### src/rtl/gcd_pkg.sv
// Shared types and default sizes for the subtractive GCD engine.
package gcd_pkg;

    localparam int GCD_WIDTH_DEF  = 8;
    localparam int GCD_ITER_W_DEF = 16;

    typedef enum logic [1:0] {
        IDLE = 2'd0,
        CALC = 2'd1,
        DONE = 2'd2
    } gcd_state_e;

endpackage

### src/rtl/gcd_datapath.sv
// Operand registers, comparator flags and single subtractor for the GCD engine.
module gcd_datapath
    import gcd_pkg::*;
#(
    parameter int WIDTH = GCD_WIDTH_DEF
) (
    input  logic             clock,
    input  logic             reset_n,
    input  logic             load_i,
    input  logic             step_i,
    input  logic [WIDTH-1:0] a_in_i,
    input  logic [WIDTH-1:0] b_in_i,
    output logic [WIDTH-1:0] a_o,
    output logic [WIDTH-1:0] b_o,
    output logic             a_zero_o,
    output logic             b_zero_o,
    output logic             eq_o,
    output logic             gt_o
);

    logic [WIDTH-1:0] a_q, a_d;
    logic [WIDTH-1:0] b_q, b_d;

    assign a_zero_o = (a_q == '0);
    assign b_zero_o = (b_q == '0);
    assign eq_o     = (a_q == b_q);
    assign gt_o     = (a_q > b_q);
    assign a_o      = a_q;
    assign b_o      = b_q;

    // The larger register is always the minuend, so the subtract never wraps.
    always_comb begin
        a_d = a_q;
        b_d = b_q;
        if (load_i) begin
            a_d = a_in_i;
            b_d = b_in_i;
        end else if (step_i) begin
            if (gt_o) a_d = a_q - b_q;
            else      b_d = b_q - a_q;
        end
    end

    always_ff @(posedge clock or negedge reset_n) begin
        if (!reset_n) begin
            a_q <= '0;
            b_q <= '0;
        end else begin
            a_q <= a_d;
            b_q <= b_d;
        end
    end

endmodule

### src/rtl/gcd_engine.sv
// Subtractive GCD unit with valid/ready on both sides and synchronous abort.
// Optional subtract counter and out_iters port when GCD_ITER_COUNT_EN is defined.
module gcd_engine
    import gcd_pkg::*;
#(
    parameter int WIDTH  = GCD_WIDTH_DEF
`ifdef GCD_ITER_COUNT_EN
   ,parameter int ITER_W = GCD_ITER_W_DEF
`endif
) (
    input  logic              clock,
    input  logic              reset_n,
    input  logic              clear,
    input  logic              in_valid,
    output logic              in_ready,
    input  logic [WIDTH-1:0]  in_a,
    input  logic [WIDTH-1:0]  in_b,
    output logic              out_valid,
    input  logic              out_ready,
    output logic [WIDTH-1:0]  out_gcd
`ifdef GCD_ITER_COUNT_EN
   ,output logic [ITER_W-1:0] out_iters
`endif
);

    gcd_state_e       state_q, state_d;
    logic             out_valid_q, out_valid_d;
    logic [WIDTH-1:0] out_gcd_q, out_gcd_d;
    logic             load, step, finish;
    logic [WIDTH-1:0] a, b;
    logic             a_zero, b_zero, eq, gt;

    gcd_datapath #(.WIDTH(WIDTH)) u_dp (
        .clock    (clock),
        .reset_n  (reset_n),
        .load_i   (load),
        .step_i   (step),
        .a_in_i   (in_a),
        .b_in_i   (in_b),
        .a_o      (a),
        .b_o      (b),
        .a_zero_o (a_zero),
        .b_zero_o (b_zero),
        .eq_o     (eq),
        .gt_o     (gt)
    );

    assign in_ready  = (state_q == IDLE);
    assign out_valid = out_valid_q;
    assign out_gcd   = out_gcd_q;

    always_comb begin
        state_d     = state_q;
        out_valid_d = out_valid_q;
        out_gcd_d   = out_gcd_q;
        load        = 1'b0;
        step        = 1'b0;
        finish      = 1'b0;
        // clear overrides everything; out_gcd deliberately keeps its last value
        if (clear) begin
            state_d     = IDLE;
            out_valid_d = 1'b0;
        end else begin
            unique case (state_q)
                IDLE: if (in_valid) begin
                    load    = 1'b1;
                    state_d = CALC;
                end
                CALC: if (a_zero || b_zero || eq) begin
                    finish      = 1'b1;
                    out_gcd_d   = a_zero ? b : a;
                    out_valid_d = 1'b1;
                    state_d     = DONE;
                end else begin
                    step = 1'b1;
                end
                DONE: if (out_ready) begin
                    out_valid_d = 1'b0;
                    state_d     = IDLE;
                end
                default: state_d = IDLE;
            endcase
        end
    end

    always_ff @(posedge clock or negedge reset_n) begin
        if (!reset_n) begin
            state_q     <= IDLE;
            out_valid_q <= 1'b0;
            out_gcd_q   <= '0;
        end else begin
            state_q     <= state_d;
            out_valid_q <= out_valid_d;
            out_gcd_q   <= out_gcd_d;
        end
    end

`ifdef GCD_ITER_COUNT_EN
    logic [ITER_W-1:0] iters_q, out_iters_q;

    assign out_iters = out_iters_q;

    always_ff @(posedge clock or negedge reset_n) begin
        if (!reset_n) begin
            iters_q     <= '0;
            out_iters_q <= '0;
        end else begin
            if (load)                       iters_q <= '0;
            else if (step && iters_q != '1) iters_q <= iters_q + 1'b1;
            if (finish)                     out_iters_q <= iters_q;
        end
    end
`endif

endmodule
### config.mk
export PLATFORM = sky130hd
export DESIGN_NAME = gcd_engine
export DESIGN_NICKNAME = d
export VERILOG_FILES = /design/src/rtl/gcd_pkg.sv /design/src/rtl/gcd_datapath.sv /design/src/rtl/gcd_engine.sv
export SDC_FILE = /design/constraint.sdc
export NUM_CORES = 1
export LEC_CHECK = 0
export CORE_ASPECT_RATIO = 0.6
export CORE_UTILIZATION = 46
export DETAILED_ROUTE_END_ITERATION = 12
export PLACE_DENSITY = 0.69
export SLEW_MARGIN = 10
export SYNTH_ARGS = -nofsm -noshare
export SYNTH_HDL_FRONTEND = slang
export SYNTH_HIERARCHICAL = 1
export SYNTH_SLANG_ARGS = --single-unit
### constraint.sdc
create_clock -name clock -period 5.7 [get_ports clock]
set_input_delay 1.14 -clock clock [delete_from_list [all_inputs] [get_ports clock]]
set_output_delay 1.14 -clock clock [all_outputs]
set_load 0.03 [all_outputs]
Word level (Yosys, flattened, before mapping)
Cells that the tools add are included.
{"block": "word_totals", "ff_bits": 27, "in_bits": 21, "output_inout_bits": 10, "word_cells": 51}
{"block": "op_classes", "add_sub_neg": 2, "order_cmp": 1, "eq_ne": 7, "mux": 22, "n_bitwise": 1, "reduce_logical": 13}
{"operator": "two-way mux 8 bit", "count": 7}
{"operator": "logical NOT 8 bit", "count": 2}
{"operator": "subtractor 8 bit", "count": 2}
{"operator": "two-way mux 1 bit", "count": 9}
{"operator": "inequality test 3 bit, second input constant", "count": 3}
{"operator": "AND reduction 3 bit", "count": 3}
{"operator": "equality test 8 bit", "count": 1}
{"operator": "> comparator 8 bit", "count": 1}
{"operator": "two-way mux 2 bit", "count": 4}
{"operator": "one-hot mux 2 bit (3 select lines)", "count": 1}
{"operator": "AND reduction 2 bit", "count": 2}
{"operator": "nonzero test 2 bit", "count": 2}
{"operator": "nonzero test 3 bit", "count": 1}
{"operator": "equality test 2 x 1 -> 1 bit, second input constant", "count": 1}
{"operator": "equality test 2 bit, second input constant", "count": 1}
{"operator": "logical NOT 2 bit", "count": 1}
{"operator": "logical OR 1 bit", "count": 2}
{"operator": "inequality test 2 bit, second input constant", "count": 1}
{"operator": "one-hot mux 1 bit (2 select lines)", "count": 1}
{"operator": "NOT 1 bit", "count": 1}

Logic depth before layout (Yosys ltp)
Gate-level depths: netlist (run 1).
{"block": "logic_depth", "depth_word": 8, "depth_mapped": 12, "mapped_depth_nobuf": 10}

By module
The synthesis (run 1) kept the hierarchy.
{"module": "gcd_datapath", "instances": 1, "cells_each": 190, "area_per_inst_um2": 1597.8, "seq_area_each_um2": 400.4}
{"module": "gcd_engine", "instances": 1, "cells_each": 43, "area_per_inst_um2": 595.6, "seq_area_each_um2": 275.3}

Worst setup path after synthesis (run 1)
No wires, ideal clock.
{"block": "synth_timing", "path_type": "reg-to-reg", "startpoint": "reg u_dp.a_q[3] (netlist: u_dp/a_o[3])", "endpoint": "reg u_dp.b_q[3] (netlist: u_dp/b_o[3])", "setup_ns": 0.116, "arrival_ns": 2.637, "required_ns": 5.584, "slack_ns": 2.947, "stages_incl_launch_ff": 12, "n_path_buf": 2, "synth_period_minus_slack_ns": 2.753, "cell_sequence": "dfrtp_1 > inv_1 > ha_1 > buf_2 > nand4_1 > nor2_1 > or3_1 > nor4_1 > o211ai_1 > a2bb2oi_2 > buf_2 > o311ai_0"}
{"block": "synth_via", "elab_cells_between_ends": 15, "classes_between": "add/sub (1); order compare (1); eq/ne (2); mux (6); reduce/logical (5)"}
{"element": "start, declared", "line_no": "gcd_datapath.sv:21", "text": "logic [WIDTH-1:0] a_q, a_d;"}
{"element": "start signal, assigned", "line_no": "gcd_datapath.sv:46", "text": "a_q <= '0;"}
{"element": "start signal, assigned", "line_no": "gcd_datapath.sv:49", "text": "a_q <= a_d;"}
{"element": "equality test 8 bit", "line_no": "gcd_datapath.sv:26", "text": "assign eq_o = (a_q == b_q);"}
{"element": "named net eq", "line_no": "gcd_engine.sv:31", "text": "logic a_zero, b_zero, eq, gt;"}
{"element": "logical OR 1 bit", "line_no": "gcd_engine.sv:69", "text": "CALC: if (a_zero || b_zero || eq) begin"}
{"element": "two-way mux 1 bit", "line_no": "gcd_engine.sv:69"}
{"element": "two-way mux 1 bit", "line_no": "gcd_engine.sv:64", "text": "unique case (state_q)"}
{"element": "two-way mux 1 bit", "line_no": "gcd_engine.sv:60", "text": "if (clear) begin"}
{"element": "named net step", "line_no": "gcd_engine.sv:29", "text": "logic load, step, finish;"}
{"element": "nonzero test 2 bit (no line)"}
{"element": "AND reduction 2 bit (no line)"}
{"element": "end signal, assigned", "line_no": "gcd_datapath.sv:47", "text": "b_q <= '0;"}
{"element": "end signal, assigned", "line_no": "gcd_datapath.sv:50", "text": "b_q <= b_d;"}
{"element": "end, declared", "line_no": "gcd_datapath.sv:22", "text": "logic [WIDTH-1:0] b_q, b_d;"}
The timed path passes the listed nets, and every way through them passes these cells. The select of a mux whose other input is x is not followed.
A chain may end at the register's enable or synchronous reset.

Final worst setup path (run 1)
{"block": "layout_timing", "startpoint": "reg u_dp.a_q[6] (netlist: u_dp/a_o[6])", "endpoint": "reg u_dp.a_q[5] (netlist: u_dp/a_o[5])"}
{"block": "layout_via", "elab_cells_between_ends": 11, "classes_between": "order compare (1); eq/ne (1); mux (3); reduce/logical (6)"}
{"element": "equality test 8 bit", "line_no": "gcd_datapath.sv:26"}
{"element": "named net eq", "line_no": "gcd_engine.sv:31"}
{"element": "logical OR 1 bit", "line_no": "gcd_engine.sv:69"}
{"element": "two-way mux 1 bit", "line_no": "gcd_engine.sv:69"}
{"element": "two-way mux 1 bit", "line_no": "gcd_engine.sv:64"}
{"element": "two-way mux 1 bit", "line_no": "gcd_engine.sv:60"}
{"element": "named net step", "line_no": "gcd_engine.sv:29"}
{"element": "nonzero test 2 bit (no line)"}
{"element": "AND reduction 2 bit (no line)"}
The timed path passes the listed nets, and every way through them passes these cells.

==> results of run 1 <==
power groups by stage:
stage / Sequential [mW] / Combinational, mW / Clock (mW)
floorplan: 0.374 / 0.819 / 0
global placement: 0.352 / 1.06 / 0
detailed placement: 0.354 / 1.06 / 0
CTS: 0.351 / 1.07 / 0.114
global route: 0.367 / 1.19 / 0.123
finish: 0.352 / 1.08 / 0.110
worst reg2reg max path, cell delays in order (launching register included):
cell and delay [ps]:
dfrtp_1 420, inv_1 100, ha_1 460, nand4_2 200, nor2_1 110, or3_1 350
nor4_1 540, o221ai_2 480, nor4b_1 450, a211o_1 150
flip-flops by register name, summed over array words and instances, names as in the netlist:
register and flops:
out_valid 1, out_gcd 8, state_q 2, u_dp/a_o 8
u_dp/b_o 8
final cells by class:
class,count,area [sq um],area share [%]
Sequential cell,27,676,26.4
Timing Repair Buffer,34,330,12.9
Multi-Input combinational cell,171,1360,53.2
Tap cell,60,75.1,2.93
Clock buffer,4,45.0,1.76
Inverter,19,71.3,2.79
worst max path at each step:
stage | end | slack, ps | cells after the start
6_report | u_dp/a_o[5] | 2400 | 9
3_5_place_dp | u_dp/a_o[5] | 2350 | 5
3_3_place_gp | u_dp/a_o[5] | 2460 | 5
4_1_cts | u_dp/a_o[5] | 2440 | 9
5_1_grt | u_dp/a_o[1] | 2290 | 8
2_1_floorplan | u_dp/b_o[3] | 2960 | 11
cells in the final DEF, fill, tap and decap left out, types with 2 or more instances in the layout:
| master | instances |
|---|---|
| clkdlybuf4s50_1 | 30 |
| dfrtp_1 | 27 |
| inv_1 | 18 |
| nand2_1 | 17 |
| a21oi_1 | 15 |
| ha_1 | 15 |
| nor2_1 | 12 |
| o21ai_0 | 12 |
| mux2_2 | 9 |
| mux2i_1 | 9 |
| mux2_4 | 8 |
| nand3b_1 | 7 |
| nand2b_1 | 5 |
| buf_4 | 4 |
| nand4_1 | 4 |
| nor2b_1 | 4 |
| nor3_1 | 3 |
| clkbuf_8 | 3 |
| xor2_1 | 3 |
| nand3_1 | 3 |
| xnor2_1 | 3 |
| o311ai_0 | 3 |
| or3_1 | 2 |
| o21bai_1 | 2 |
| o211ai_1 | 2 |
| a22oi_1 | 2 |
| o31ai_1 | 2 |
| a211o_1 | 2 |
| a211oi_1 | 2 |
| fa_1 | 2 |
metal layers:
| metal | up-vias | global-route usage (%) | part of all wire (%) |
|---|---|---|---|
| met1 | 817 | 31.5 | 51 |
| met5 | - | 0 | 0 |
| met3 | 4 | 4.82 | 8.4 |
| met4 | 0 | 3.85 | 0.67 |
| li1 | 880 | - | - |
| met2 | 57 | 27.8 | 40 |
per-stage QoR:
step	hold WS, ps	total power, mW	instance area (sq um)	instances
6_report	515	1.54	2560	315
5_1_grt	535	1.67	2560	315
4_1_cts	519	1.54	2560	315
3_5_place_dp	494	1.42	2510	311
3_3_place_gp	495	1.41	2510	311
2_1_floorplan	511	1.19	2190	231
==> run_results.csv, run 1 <==
group,metric,value,unit
outcome,status,"completed",
placement,dpl_worst_slack,2350,ps
placement,globalplace.congestion,0.929,
critical_path,reg2reg_depth,9,
power_and_ir_drop,p_sw,753,uW
routing,viasPerCell,5.58,
grt,grt_pass1_wl,8060,um
critical_path,worstPathCellList,"inv_1, ha_1, nand4_2, nor2_1, or3_1, nor4_1, o221ai_2, nor4b_1, a211o_1",
critical_path,cp-start-kind,"flip-flop",
layout,fill_cells,376,
hold_path,hold_path_class,"flip-flop to flip-flop",
critical_path,critPathArrivalTime,3530,ps
critical_path,r2r-start,"u_dp/a_o[6]",
timing,grt_setup_unrepaired,"false",
routing,first_pass_iters,4,
clock_network,clock_latency,280,ps
timing,finalCriticalPeriod,3300,ps
critical_path,worstReg2RegEnd,"u_dp/a_o[5]",
floorplanning,die_h,55.4,um
clock_network,cts_hold_buf,0,
clock_network,clock_path_buffers,2,
critical_path,crit_fanout,12,
layout,nNetsFinal,294,
floorplanning,core_area,4320,sq um
routing,routed_wl,4900,um
layout,drive_above_1_share,12.9,%
critical_path,crit_slowest_cell,"nor4_1",
timing,final.setup.worst_slack,2400,ps
floorplanning,die_w,91.0,um
hold_path,whs_path_depth,1,
grt,track_usage,20.2,%
critical_path,critPathKind,"flip-flop to flip-flop",
layout,antenna_cells,0,
floorplanning,io_pins,31,
clock_network,ctsResizeCount,0,
floorplanning,initial_utilization,50.5,%
power_and_ir_drop,p_seq_share,22.8,%
power_and_ir_drop,p_leak,1.15,nW
power_and_ir_drop,peakVddDrop,0.254,mV
clock_network,numCtsBuffers,3,
floorplanning,dieArea,5040,sq um
timing,finalCritPeriodShare,58.0,%
grt,grt_overflow_total,0,
yosys,netlist_area,2190,sq um
grt,grt_max_degree,28,
yosys,syn_inst,231,
power_and_ir_drop,combPwrFrac,70.1,%
clock_network,cts_tree,"done",
floorplanning,num_rows,18,
clock_network,clk_pin_slew,100,ps
flow_run,drv_cap,0,
hold_path,hold_start,"out_gcd[3]",
placement,portBuffers,30,
critical_path,cp-end-kind,"flip-flop",
routing,ant_nets,0,
timing,setup_tns,0,ps
timing,hold_violations,0,
clock_network,cts_sinks,27,
power_and_ir_drop,p_int,792,uW
yosys,syn_area_per_cell,9.46,sq um
timing,max-slew-margin-rel,51.1,%
routing,drt-wirelength-per-cell,15.6,um
critical_path,cp.required,5930,ps
clock_network,root_buffer,"clkbuf_8",
routing,drt_iter0_markers,116,
power_and_ir_drop,p_clk_share,7.1,%
placement,hpwl,3780,um
timing,maxSlewViolCount,0,
timing,setup_violations,0,
hold_path,whs_endpoint,"out_gcd[3]",
power_and_ir_drop,powerDensity,604,nW/um^2
timing,skew,9.82,ps
layout,fin_util,59.2,%
grt,antenna_found_initial,0,
layout,synthToLayoutAreaGrowth,17.1,%
grt,grt_pass1_vias,1563,
power_and_ir_drop,swShare,48.7,%
critical_path,crit_family,"simple AND/OR/NAND/NOR gates",
critical_path,startpoint,"u_dp/a_o[6]",
timing,tightestPinTransition,733,ps
yosys,syn_nets,269,
critical_path,crit_buf_inv,1,
critical_path,r2r_slack,2400,ps
timing,clock.fmax,303,MHz
routing,drc,0,
clock_network,cts_setup_buffers,0,
yosys,ys_warn_count,6,
routing,num_vias,1758,
critical_path,cp_slowest_stage_delay,530,ps
clock_network,htree_levels,1,
(Power assumes the default switching activity.)
==> inputs of run 2 (changes only) <==
--- a/config.mk
+++ b/config.mk
@@ -8,7 +8,7 @@
 export CORE_ASPECT_RATIO = 0.6
 export CORE_UTILIZATION = 46
 export DETAILED_ROUTE_END_ITERATION = 12
-export PLACE_DENSITY = 0.69
+export PLACE_DENSITY = 0.72
 export SLEW_MARGIN = 10
 export SYNTH_ARGS = -nofsm -noshare
 export SYNTH_HDL_FRONTEND = slang
==> constraint.sdc (replaced) <==
create_clock -name clock -period 3 [get_ports clock]
set_input_delay 0.6 -clock clock [delete_from_list [all_inputs] [get_ports clock]]
set_output_delay 0.6 -clock clock [all_outputs]
set_load 0.03 [all_outputs]
==> run 2 against run 1 <==
Net effect:
- clock-buffer cell count shrank 1
- first-iteration DRC count shrank 19%
- global-route usage grew 1.7 points
- critical endpoint is now u_dp/b_o[1]
- largest power group unchanged
==> run_results.csv, run 2 (synthesis results as in run 1) <==
group,metric,value,unit
clock_network,cts_sinks,27,
timing,hold_violations,0,
grt,grt_pass1_vias,1712,
layout,synthToLayoutAreaGrowth,21.1,%
grt,grt_overflow_total,0,
timing,maxSlewViolCount,0,
critical_path,critPathArrivalTime,3120,ps
timing,skew,6.35,ps
critical_path,cp.required,3180,ps
power_and_ir_drop,powerDensity,1180,nW/um^2
layout,finalNonFillerCells,321,
routing,routed_wl,5480,um
clock_network,numCtsBuffers,3,
timing,finalCritPeriodShare,98.1,%
placement,globalplace.congestion,0.933,
timing,setup_violations,0,
clock_network,cts_tree,"done",
timing,whs,518,ps
grt,track_usage,21.9,%
routing,viasPerCell,5.73,
layout,antenna_cells,0,
critical_path,cp-end-kind,"flip-flop",
routing,first_pass_iters,4,
critical_path,r2r_slack,60,ps
timing,max-slew-margin-rel,63.7,%
routing,drc,0,
layout,fin_util,61.2,%
floorplanning,core_area,4320,sq um
timing,finalCriticalPeriod,2940,ps
floorplanning,num_rows,18,
floorplanning,io_pins,31,
power_and_ir_drop,power.total,3.12,mW
routing,drt_iter0_markers,94,
layout,final_common_cell,"clkdlybuf4s50_1",
critical_path,critPathKind,"flip-flop to flip-flop",
clock_network,clk_pin_slew,100,ps
floorplanning,die_h,55.4,um
clock_network,htree_levels,1,
clock_network,clock_latency,280,ps
routing,ant_nets,0,
floorplanning,initial_utilization,50.5,%
placement,placed_cells,316,
placement,portBuffers,30,
grt,antenna_found_initial,0,
flow_run,drv_cap,0,
layout,drive_above_1_share,16.1,%
timing,clock.fmax,340,MHz
routing,num_vias,1840,
power_and_ir_drop,p_leak,1.19,nW
layout,nNetsFinal,300,
power_and_ir_drop,peakVddDrop,0.546,mV
clock_network,root_buffer,"clkbuf_8",
timing,tightestPinTransition,541,ps
floorplanning,die_w,91.0,um
routing,drt-wirelength-per-cell,17.1,um
critical_path,cp-start-kind,"flip-flop",
grt,grt_pass1_wl,8670,um
outcome,status,"completed",
hold_path,hold_path_class,"flip-flop to flip-flop",
clock_network,clock_path_buffers,2,
layout,layout_common_cells,"30 x clkdlybuf4s50_1, 27 x dfrtp_1, 18 x inv_1",
floorplanning,dieArea,5040,sq um
placement,hpwl,3990,um
grt,grt_max_degree,40,
critical_path,crit_fanout,6,
## run 2: changes by cell type in the layout (fill, tap and decap cells not counted), sizes merged
| cell | before | now |
|---|---|---|
| clkbuf | 4 | 3 |
| a2bb2oi | 1 | 2 |
| clkinvlp | 0 | 1 |
| buf | 4 | 9 |
## run 2: stage by stage
stage,instance area [sq um],setup TNS (ps),worst slack (ps)
CTS,2600,0,167
floorplan,2190,0,258
global placement,2550,0,260
global route,2650,-877,-126
finish,2650,0,57.0
detailed placement,2550,0,171
## run 2: layer usage
layer  part of all wire (%)  track usage (%)
met3                    7.4             3.72
met2                     42             32.8
met1                     50             33.3
met4                    1.1             3.40
met5                      0                0
## run 2: final cells by class
cell class	count	area, sq um
Fill cell	391	1680
Multi-Input combinational cell	172	1410
Sequential cell	27	676
Timing Repair Buffer	39	368
Tap cell	60	75.1
Inverter	19	71.3
Clock buffer	3	41.3
Clock inverter	1	7.51
## run 2: worst paths after layout
kind                                   from          end  depth (start not counted)
worst max-delay path            u_dp/a_o[1]  u_dp/b_o[1]                         10
worst min-delay path             out_gcd[3]   out_gcd[3]                          1
worst max register to register  u_dp/a_o[1]  u_dp/b_o[1]                         10
worst min register to register   out_gcd[3]   out_gcd[3]                          1
max in group asynchronous           reset_n   state_q[1]                          2
min in group asynchronous           reset_n  u_dp/a_o[6]                          2
## run 2: power breakdown
group,internal [mW],switching (mW)
logic,0.978,1.24
registers,0.513,0.171
clock network,0.0947,0.126
total,1.59,1.53
## run 2: repair_timing
| item | 4_1_cts | 5_1_grt |
|---|---|---|
| endpoints found under the setup margin | 0 | 11 |
| resized for setup | 0 | 5 |
| buffers inserted | 0 | 0 |
| hold buffers | 0 | 0 |
## run 2: critical path, stage by stage (launching register included)
cell       delay, ps
dfrtp_1          440
inv_1            140
ha_1             350
nand4_1          210
nor2_2           120
or3_1            390
nor4_2           220
buf_4            220
o211ai_1         200
a2bb2oi_2        240
o311ai_0         290
